--- config.mk ---
export PLATFORM = sky130hd
export DESIGN_NAME = dcache_direct_mapped
export DESIGN_NICKNAME = d
export VERILOG_FILES = /design/src/rtl/dcache_pkg.sv /design/src/rtl/dcache_ctrl_fsm.sv /design/src/rtl/dcache_direct_mapped.sv
export SDC_FILE = /design/constraint.sdc
export NUM_CORES = 1
export LEC_CHECK = 0
export BUFFER_PORTS_ARGS = -buffer_cell sky130_fd_sc_hd__buf_2
export CORE_UTILIZATION = 68
export CTS_BUF_LIST = sky130_fd_sc_hd__clkbuf_2
export DETAILED_ROUTE_END_ITERATION = 8
export PLACE_DENSITY_LB_ADDON = 0.3
export SYNTH_ARGS = -nofsm -noshare
export SYNTH_HDL_FRONTEND = slang
export SYNTH_SLANG_ARGS = --single-unit
--- constraint.sdc ---
create_clock -name clk_i -period 5.7 [get_ports clk_i]
set_input_delay 0.285 -clock clk_i [delete_from_list [all_inputs] [get_ports clk_i]]
set_output_delay 0.285 -clock clk_i [all_outputs]
set_load 0.01 [all_outputs]
--- src/rtl/dcache_pkg.sv ---
// Shared geometry, controller state encoding and byte-select helper for the
// direct-mapped write-back data cache.
package dcache_pkg;

  localparam int ADDR_W   = 8;
  localparam int INDEX_W  = 3;
  localparam int OFFSET_W = 2;
  localparam int TAG_W    = ADDR_W - INDEX_W - OFFSET_W;
  localparam int LINES    = 1 << INDEX_W;
  localparam int BLOCK_W  = 8 << OFFSET_W;

  typedef enum logic [1:0] {
    IDLE,
    WRITE_BACK,
    FETCH,
    UPDATE
  } state_e;

  // Byte 0 lives in bits [7:0]; offset 3 selects [31:24].
  function automatic logic [7:0] byte_sel(input logic [BLOCK_W-1:0]  blk,
                                          input logic [OFFSET_W-1:0] off);
    return blk[{off, 3'b000} +: 8];
  endfunction

endpackage

--- src/rtl/dcache_ctrl_fsm.sv ---
// Miss controller: sequences write-back and fetch against the block memory,
// captures the fetched block and strobes the line update.
module dcache_ctrl_fsm
  import dcache_pkg::*;
(
  input  logic               clk_i,
  input  logic               rst_ni,
  input  logic               req_i,
  input  logic               hit_i,
  input  logic               evict_i,
  input  logic               mem_busywait_i,
  input  logic [BLOCK_W-1:0] mem_readdata_i,
  output logic [1:0]         state_o,
  output logic               mem_read_o,
  output logic               mem_write_o,
  output logic               update_o,
  output logic [BLOCK_W-1:0] fill_o
);

  state_e             state_q;
  logic               seen_busy_q;
  logic               mem_read_q;
  logic               mem_write_q;
  logic               update_q;
  logic [BLOCK_W-1:0] fill_q;
  logic               mem_done;

  // A memory transaction only completes on a 1->0 busy transition.
  assign mem_done = seen_busy_q && !mem_busywait_i;

  always_ff @(posedge clk_i) begin
    if (!rst_ni) begin
      state_q     <= IDLE;
      seen_busy_q <= 1'b0;
      mem_read_q  <= 1'b0;
      mem_write_q <= 1'b0;
      update_q    <= 1'b0;
    end else begin
      update_q <= 1'b0;
      case (state_q)
        IDLE: begin
          if (req_i && !hit_i) begin
            seen_busy_q <= 1'b0;
            if (evict_i) begin
              state_q     <= WRITE_BACK;
              mem_write_q <= 1'b1;
            end else begin
              state_q    <= FETCH;
              mem_read_q <= 1'b1;
            end
          end
        end
        WRITE_BACK: begin
          if (mem_done) begin
            state_q     <= FETCH;
            seen_busy_q <= 1'b0;
            mem_write_q <= 1'b0;
            mem_read_q  <= 1'b1;
          end else if (mem_busywait_i) begin
            seen_busy_q <= 1'b1;
          end
        end
        FETCH: begin
          if (mem_done) begin
            state_q     <= UPDATE;
            seen_busy_q <= 1'b0;
            mem_read_q  <= 1'b0;
            update_q    <= 1'b1;
          end else if (mem_busywait_i) begin
            seen_busy_q <= 1'b1;
          end
        end
        UPDATE:  state_q <= IDLE;
        default: state_q <= IDLE;
      endcase
    end
  end

  always_ff @(posedge clk_i) begin
    if (state_q == FETCH && mem_done) begin
      fill_q <= mem_readdata_i;
    end
  end

  assign state_o     = state_q;
  assign mem_read_o  = mem_read_q;
  assign mem_write_o = mem_write_q;
  assign update_o    = update_q;
  assign fill_o      = fill_q;

endmodule

--- src/rtl/dcache_direct_mapped.sv ---
// Direct-mapped write-back data cache: tag/data arrays, hit logic and the
// CPU-side load/store datapath around the miss controller.
module dcache_direct_mapped
  import dcache_pkg::*;
(
  input  logic                     clk_i,
  input  logic                     rst_ni,
  input  logic                     read_i,
  input  logic                     write_i,
  input  logic [ADDR_W-1:0]        address_i,
  input  logic [7:0]               writedata_i,
  output logic [7:0]               readdata_o,
  output logic                     busywait_o,
  output logic                     mem_read_o,
  output logic                     mem_write_o,
  output logic [TAG_W+INDEX_W-1:0] mem_address_o,
  output logic [BLOCK_W-1:0]       mem_writedata_o,
  input  logic [BLOCK_W-1:0]       mem_readdata_i,
  input  logic                     mem_busywait_i
);

  logic [BLOCK_W-1:0]  block_q [LINES];
  logic [TAG_W-1:0]    tag_q   [LINES];
  logic [LINES-1:0]    valid_q;
  logic [LINES-1:0]    dirty_q;

  logic [TAG_W-1:0]    req_tag;
  logic [INDEX_W-1:0]  req_idx;
  logic [OFFSET_W-1:0] req_off;
  logic [TAG_W-1:0]    miss_tag_q;
  logic [INDEX_W-1:0]  miss_idx_q;

  logic [1:0]          state;
  logic                idle;
  logic                req;
  logic                hit;
  logic                write_hit;
  logic                update;
  logic [BLOCK_W-1:0]  fill;
  logic [7:0]          readdata_q;
  logic [7:0]          readdata_d;

  assign {req_tag, req_idx, req_off} = address_i;

  assign req       = read_i || write_i;
  assign idle      = (state == IDLE);
  assign hit       = valid_q[req_idx] && (tag_q[req_idx] == req_tag);
  assign write_hit = idle && write_i && hit;
  assign busywait_o = rst_ni && req && (!hit || !idle);

  dcache_ctrl_fsm u_ctrl (
    .clk_i          (clk_i),
    .rst_ni         (rst_ni),
    .req_i          (req),
    .hit_i          (hit),
    .evict_i        (valid_q[req_idx] && dirty_q[req_idx]),
    .mem_busywait_i (mem_busywait_i),
    .mem_readdata_i (mem_readdata_i),
    .state_o        (state),
    .mem_read_o     (mem_read_o),
    .mem_write_o    (mem_write_o),
    .update_o       (update),
    .fill_o         (fill)
  );

  // The miss address is frozen when the controller leaves IDLE so the fill
  // lands in the right line even if the CPU drops its request mid-miss.
  always_ff @(posedge clk_i) begin
    if (idle) begin
      miss_tag_q <= req_tag;
      miss_idx_q <= req_idx;
    end
  end

  assign mem_address_o   = (state == WRITE_BACK) ? {tag_q[miss_idx_q], miss_idx_q}
                                                 : {miss_tag_q, miss_idx_q};
  assign mem_writedata_o = block_q[miss_idx_q];

  always_ff @(posedge clk_i) begin
    if (!rst_ni) begin
      valid_q <= '0;
      dirty_q <= '0;
    end else if (update) begin
      valid_q[miss_idx_q] <= 1'b1;
      dirty_q[miss_idx_q] <= 1'b0;
    end else if (write_hit) begin
      dirty_q[req_idx] <= 1'b1;
    end
  end

  always_ff @(posedge clk_i) begin
    if (update) begin
      block_q[miss_idx_q] <= fill;
      tag_q[miss_idx_q]   <= miss_tag_q;
    end else if (write_hit) begin
      block_q[req_idx][{req_off, 3'b000} +: 8] <= writedata_i;
    end
  end

  // Load data is combinational on a hit and otherwise holds the last value.
  assign readdata_d = (read_i && hit) ? byte_sel(block_q[req_idx], req_off) : readdata_q;
  assign readdata_o = readdata_d;

  always_ff @(posedge clk_i) begin
    if (!rst_ni) begin
      readdata_q <= 8'h00;
    end else begin
      readdata_q <= readdata_d;
    end
  end

endmodule

== Yosys cells after proc, flatten, opt, wreduce, memory -nomap -nowiden ==
Memory sizes are Yosys's and may differ from the RTL's. A register that Yosys moved wholly into a read port is not among the register bits.
Cells that the tools add are included.
Word-level totals
  memories kept: 2
  register bits after elaboration: 68
  memory bits (writable): 280
  word-level logic and storage cells: 104
  bits of input ports: 53
Memory list
  block_q: words 8, width 32, read ports 2, clocked after Yosys merged registers in 1, write ports 1, RTL line dcache_direct_mapped.sv:22  | logic [BLOCK_W-1:0] block_q [LINES];
  tag_q: words 8, width 3, read ports 2, clocked after Yosys merged registers in 1, write ports 1, RTL line dcache_direct_mapped.sv:23  | logic [TAG_W-1:0] tag_q [LINES];
Cells by class
  $add $sub $neg: 1
  reduce and logical (&&, ||, !) cells: 29
  shift-type cells: 3
  equality and inequality tests: 10
  mux-type cells: 40
  bitwise gates (word level): 4
  magnitude comparators: 4
Operators with widths (number)
  two-way mux 32 bit: 3
  OR reduction 32 bit: 1
  variable shift 8 x 7 -> 32 bit (first input constant): 1
  variable part select 32 x 6 -> 8 bit: 1
  variable part select 8 x 7 -> 32 bit: 1
  two-way mux 8 bit: 3
  two-way mux 1 bit: 18
  bitwise OR 8 bit: 2
  logical AND 1 bit: 12
  two-way mux 3 bit: 3
  bitwise AND 8 bit: 1
  < comparator 3 x 4 -> 1 bit (second input constant): 2
  two-way mux 2 bit: 4
  inequality test 2 x 1 -> 1 bit (second input constant): 4
  inverter 8 bit: 1
  one-hot mux 2 bit (4 select lines): 1
  negator 5 -> 7 bit: 1
  binary-select mux 1 bit (select 3 bit): 2
  demux 1 bit (select 3 bit): 2
  >= comparator 3 x 1 -> 1 bit (second input constant): 2
  two-way mux 6 bit: 1
  AND reduction 3 bit: 2
  nonzero test 2 bit: 3
  AND reduction 5 bit: 1
  14 further kinds: 19

== Depth between registers and ports, before layout ==
  word-level depth: 9
  gate-level depth with buffers: 12
  depth with buffers taken out: 7

== Cells and area by module ==
A second synthesis with hierarchy kept.
Unflattened totals
  cells, all modules: 1057
  area total of the unflattened synthesis: 16829.9 µm²
Modules (own cells, without submodules)
  dcache_direct_mapped: sequential area each 9128.8 µm², cells each 983, instances 1, area each 15452.3 µm²
  dcache_ctrl_fsm: sequential area each 1081.0 µm², cells each 74, instances 1, area each 1377.6 µm²

== Worst setup path before layout ==
OpenSTA, ideal clock, no wires.
  path kind: input to register
  from: in address_i[0]
  to: mem block_q[6][0] (netlist name) (enable)
  stages: 9
  library setup time: 384 ps
  path slack: 2599 ps
  path buffers: 3
  arrival: 2717 ps
  path through: clkbuf_1 -> inv_1 -> buf_1 -> ha_1 -> clkbuf_1 -> nor4_1 -> nor2b_1 -> a32oi_1 -> o21ai_0
On the way
  longest elaborated chain between the ends: 5
  elaborated cells between the ends (all ways): 6
  classes of those cells: add/sub (1); shift (1); mux (3); reduce/logical (1)
Ends and longest elaborated chain
  start: declaration: RTL line dcache_direct_mapped.sv:10  | input logic [ADDR_W-1:0] address_i,
  negator 5 -> 7 bit *: RTL line dcache_direct_mapped.sv:96  | block_q[req_idx][{req_off, 3'b000} +: 8] <= writedata_i;
  variable shift 8 x 7 -> 32 bit *: RTL line dcache_direct_mapped.sv:96
  two-way mux 32 bit (not written as such) *: RTL line dcache_direct_mapped.sv:96
  OR reduction 32 bit (no line)
  two-way mux 3 bit (no line) or two-way mux 32 bit (tied branches)
  end: declaration: RTL line dcache_direct_mapped.sv:22
Every way passes the cells marked *; elsewhere a longest branch is shown, timed or not.

== Final worst setup path ==
  from: in address_i[2]
  to: out readdata_o[4]
On the way
  longest elaborated chain between the ends: 5
  elaborated cells between the ends (all ways): 9
  classes of those cells: eq/ne (1); shift (1); mux (3); reduce/logical (2); memory (2)
Ends and longest elaborated chain
  branches (longest 4 deep; another with memory (8 x 32 bit))
  two-way mux 8 bit *: RTL line dcache_direct_mapped.sv:101  | assign readdata_d = (read_i && hit) ? byte_sel(block_q[req_idx], req_off) : readdata_q;
  end: declaration: RTL line dcache_direct_mapped.sv:12  | output logic [7:0] readdata_o,
Mark *: on every way between the ends. The select of a mux whose other input is x is not followed.

==> impl_metrics.env <==
export IMPL_hold_viol_final=0
export IMPL_ys_seq_elements=351
export IMPL_postSynth_asyncResetShare_pct=0
export IMPL_slew_violations=0
export IMPL_grt_max_degree=49
export IMPL_grt_pass1_vias=11300
export IMPL_dominantRegCellSynth="edfxtp_1"
export IMPL_vias=11200
export IMPL_htree_num_levels=3
export IMPL_worstMarginPinSlew_ns=1.22
export IMPL_nets=1304
export IMPL_drtPass1Iterations=7
export IMPL_syn_nets=1096
export IMPL_p_per_area_nw_per_um2=341
export IMPL_post_cts_resized=0
export IMPL_ant_nets=0
export IMPL_via_per_inst=6.88
export IMPL_power_mw=6.42
export IMPL_relSlewSlack_pct=17.8
export IMPL_place_inst=1419
export IMPL_synth_distinct_cells=62
export IMPL_drt_first_iter_violations=1486
export IMPL_ir_worst_vdd_v=0.000338
export IMPL_final_cells=1627
export IMPL_ys_seq_area_share_pct=61.1
export IMPL_setup_tns_ns=0
export IMPL_period_share_pct=79.9
export IMPL_startpoint_type="input port"
export IMPL_setup_worst_path_class="in -> out"
export IMPL_cts_sinks=351
export IMPL_cp_arrival_ns=4.27
export IMPL_fp_dieW_um=159
export IMPL_fmax_mhz=220
export IMPL_setup_viol=0
export IMPL_rows=56
export IMPL_coreArea_sq_um=23800
export IMPL_cts_inserted_buffers=85
export IMPL_clk_path_buf_depth=3
export IMPL_track_usage_pct=36.2
export IMPL_netlist_area_sq_um=16700
export IMPL_drive_gt1_share_pct=35.7
export IMPL_drc_errors=0
export IMPL_antenna_found_initial=1
export IMPL_synth_edff_count=318
export IMPL_area_growth_synth_to_final_pct=12.6
export IMPL_clkLatencyLatePin_ns=0.93
export IMPL_dp_final_hpwl_um=28300
export IMPL_rsz0062_at_grt="false"
export IMPL_skew_ns=0.0717
export IMPL_cp_data_required_time_ns=5.41
export IMPL_max_cap_violations=0
export IMPL_clk_pin_slew_ns=0.12
export IMPL_cts_root_buf="clkbuf_2"
export IMPL_initial_core_util_pct=70.3
export IMPL_fp_dieH_um=159
export IMPL_power_leakage_nw=6.68
export IMPL_netlist_instances=1035
export IMPL_die_area_sq_um=25200
export IMPL_cts_tree="built"
export IMPL_period_needed_ns=4.55
export IMPL_critPathMaxFanout=48
export IMPL_yosys_warnings=0
export IMPL_numPortBuffers=101
export IMPL_routed_wl_um=44600
export IMPL_wl_per_cell_um=27.4
export IMPL_run_status="completed"
export IMPL_crit_path_end_kind="output port"
export IMPL_avgSynthCellArea_sq_um=16.1
export IMPL_gp_congestion=1.01
export IMPL_worstHoldPathType="in -> reg"
export IMPL_pin_count=102
export IMPL_grt_pass1_wl_um=66300
export IMPL_overflow=0
layer usage:
| layer | vias up | global-route usage (%) | share of wire, % |
|---|---|---|---|
| li1 | 4610 | - | - |
| met1 | 5457 | 47.6 | 34 |
| met2 | 945 | 56.4 | 47 |
| met3 | 188 | 9.54 | 14 |
| met4 | 0 | 18.4 | 5.1 |
| met5 | - | 0 | 0 |
state kept, by name, indices dropped and copies added, names as in the netlist, 2 cells and up, named ones only:
signal / flops
u_ctrl.state_o: 2
readdata_q: 8
block_q: 256
miss_tag_q: 3
tag_q: 24
valid_q: 8
u_ctrl.fill_o: 32
dirty_q: 8
miss_idx_q: 3
kinds of logic (layout without fill, tap and decap cells):
logic type	after synthesis	after routing	synth area share, %
flops	351	351	61.1
mux	255	255	24.6
simple gates	175	175	5.03
compound gates	132	132	5.34
buf+inv	111	383	3.13
fa+ha+maj	8	8	0.599
xor+xnor	3	3	0.157
other cells	0	1	0
cells in the final DEF (no fill, tap or decap), types with 12 or more instances in the layout:
cell	Yosys	final
mux2_2	65	65
a22oi_1	15	15
buf_2	14	100
clkinv_1	0	20
edfxtp_1	318	318
a31o_2	12	12
o21ai_0	33	33
dlygate4sd3_1	0	55
nor2_1	45	45
a21oi_1	22	22
buf_4	5	33
clkbuf_2	1	124
dfxtp_1	33	30
mux4_2	111	111
inv_1	44	44
o22ai_1	12	12
mux2i_1	73	73
nand2_1	68	68
cells in the mapped netlist (2+ instances only):
cell type    n  area share (%)
a211oi_1     3            0.13
a21oi_1     22            0.66
a221oi_1     8            0.42
a22oi_1     15            0.67
a31o_2      12            0.63
a31oi_1      2           0.075
a32oi_1      2            0.10
and2_1      10            0.37
and3_1       3            0.11
buf_1       12            0.27
buf_2       14            0.42
buf_4        5            0.22
buf_6        7            0.47
clkbuf_1    27            0.61
dfxtp_1     33             4.0
edfxtp_1   318              57
ha_1         8            0.60
inv_1       44            0.99
mux2_2      65             4.4
mux2i_1     73             4.4
mux4_1       5            0.79
mux4_2     111              15
nand2_1     68             1.5
nand2b_1     3            0.11
nand3_1     11            0.33
nand4_1      2           0.075
nor2_1      45             1.0
nor2_2       2           0.075
nor2b_1     10            0.37
nor3_1       5            0.15
nor3b_1      4            0.18
o2111ai_1    4            0.21
o211ai_1     2           0.090
o21ai_0     33            0.99
o221ai_1     4            0.21
o22a_1       2            0.10
o22ai_1     12            0.45
o32ai_1      2            0.10
or2_2        2           0.075
xnor2_1      3            0.16
report_power, final:
| part | internal, mW | switching [mW] |
|---|---|---|
| Clock | 0.588 | 1.01 |
| Combinational | 0.918 | 0.814 |
| Sequential | 2.87 | 0.225 |
| Total | 4.37 | 2.05 |
final timing paths:
kind                                        start                 to  slack [ns]  cells after the start
worst min-delay path            mem_readdata_i[0]   u_ctrl.fill_o[0]        0.07                      2
worst max register to register  u_ctrl.state_o[1]      block_q[6][4]        1.67                      9
worst min register to register  u_ctrl.mem_read_o  u_ctrl.mem_read_o        0.47                      2
worst max-delay path                 address_i[2]      readdata_o[4]        1.15                     10
through the flow:
stage                     setup WS, ns  util, %  hold WS [ns]  cell area, sq um
after floorplan                   2.60        -         0.384             16700
after global placement            1.61     73.7         0.441             17500
after detailed placement          1.47     73.7         0.455             17500
after CTS                         1.37     79.1        0.0157             18800
after global routing              1.12     79.2       0.00388             18800
final                             1.15     79.2        0.0698             18800
final cells by class:
class	count	area, sq um
inverter	44	165
antenna	1	2.50
sequential	351	10200
timing repair buffer	188	1300
fill	1291	4940
tap	319	399
clock buffer	124	621
clock inverter	27	128
multi-input combinational	573	5980
worst max-delay path, cell delays in order:
cell           delay [ns]
dlygate4sd3_1        0.53
buf_4                0.59
buf_4                0.71
nor2b_1              0.81
a22oi_1              0.15
o221ai_1             0.34
nand3_1              0.26
o2111ai_1            0.19
o21a_1               0.20
buf_2                0.15
repair_timing:
item / 4_1_cts / 5_1_grt
setup buffers: 0 / 0
hold buffers: 53 / 2
endpoints found under the hold margin: 178 / 2
No activity file was read; power rests on OpenSTA's default activity.
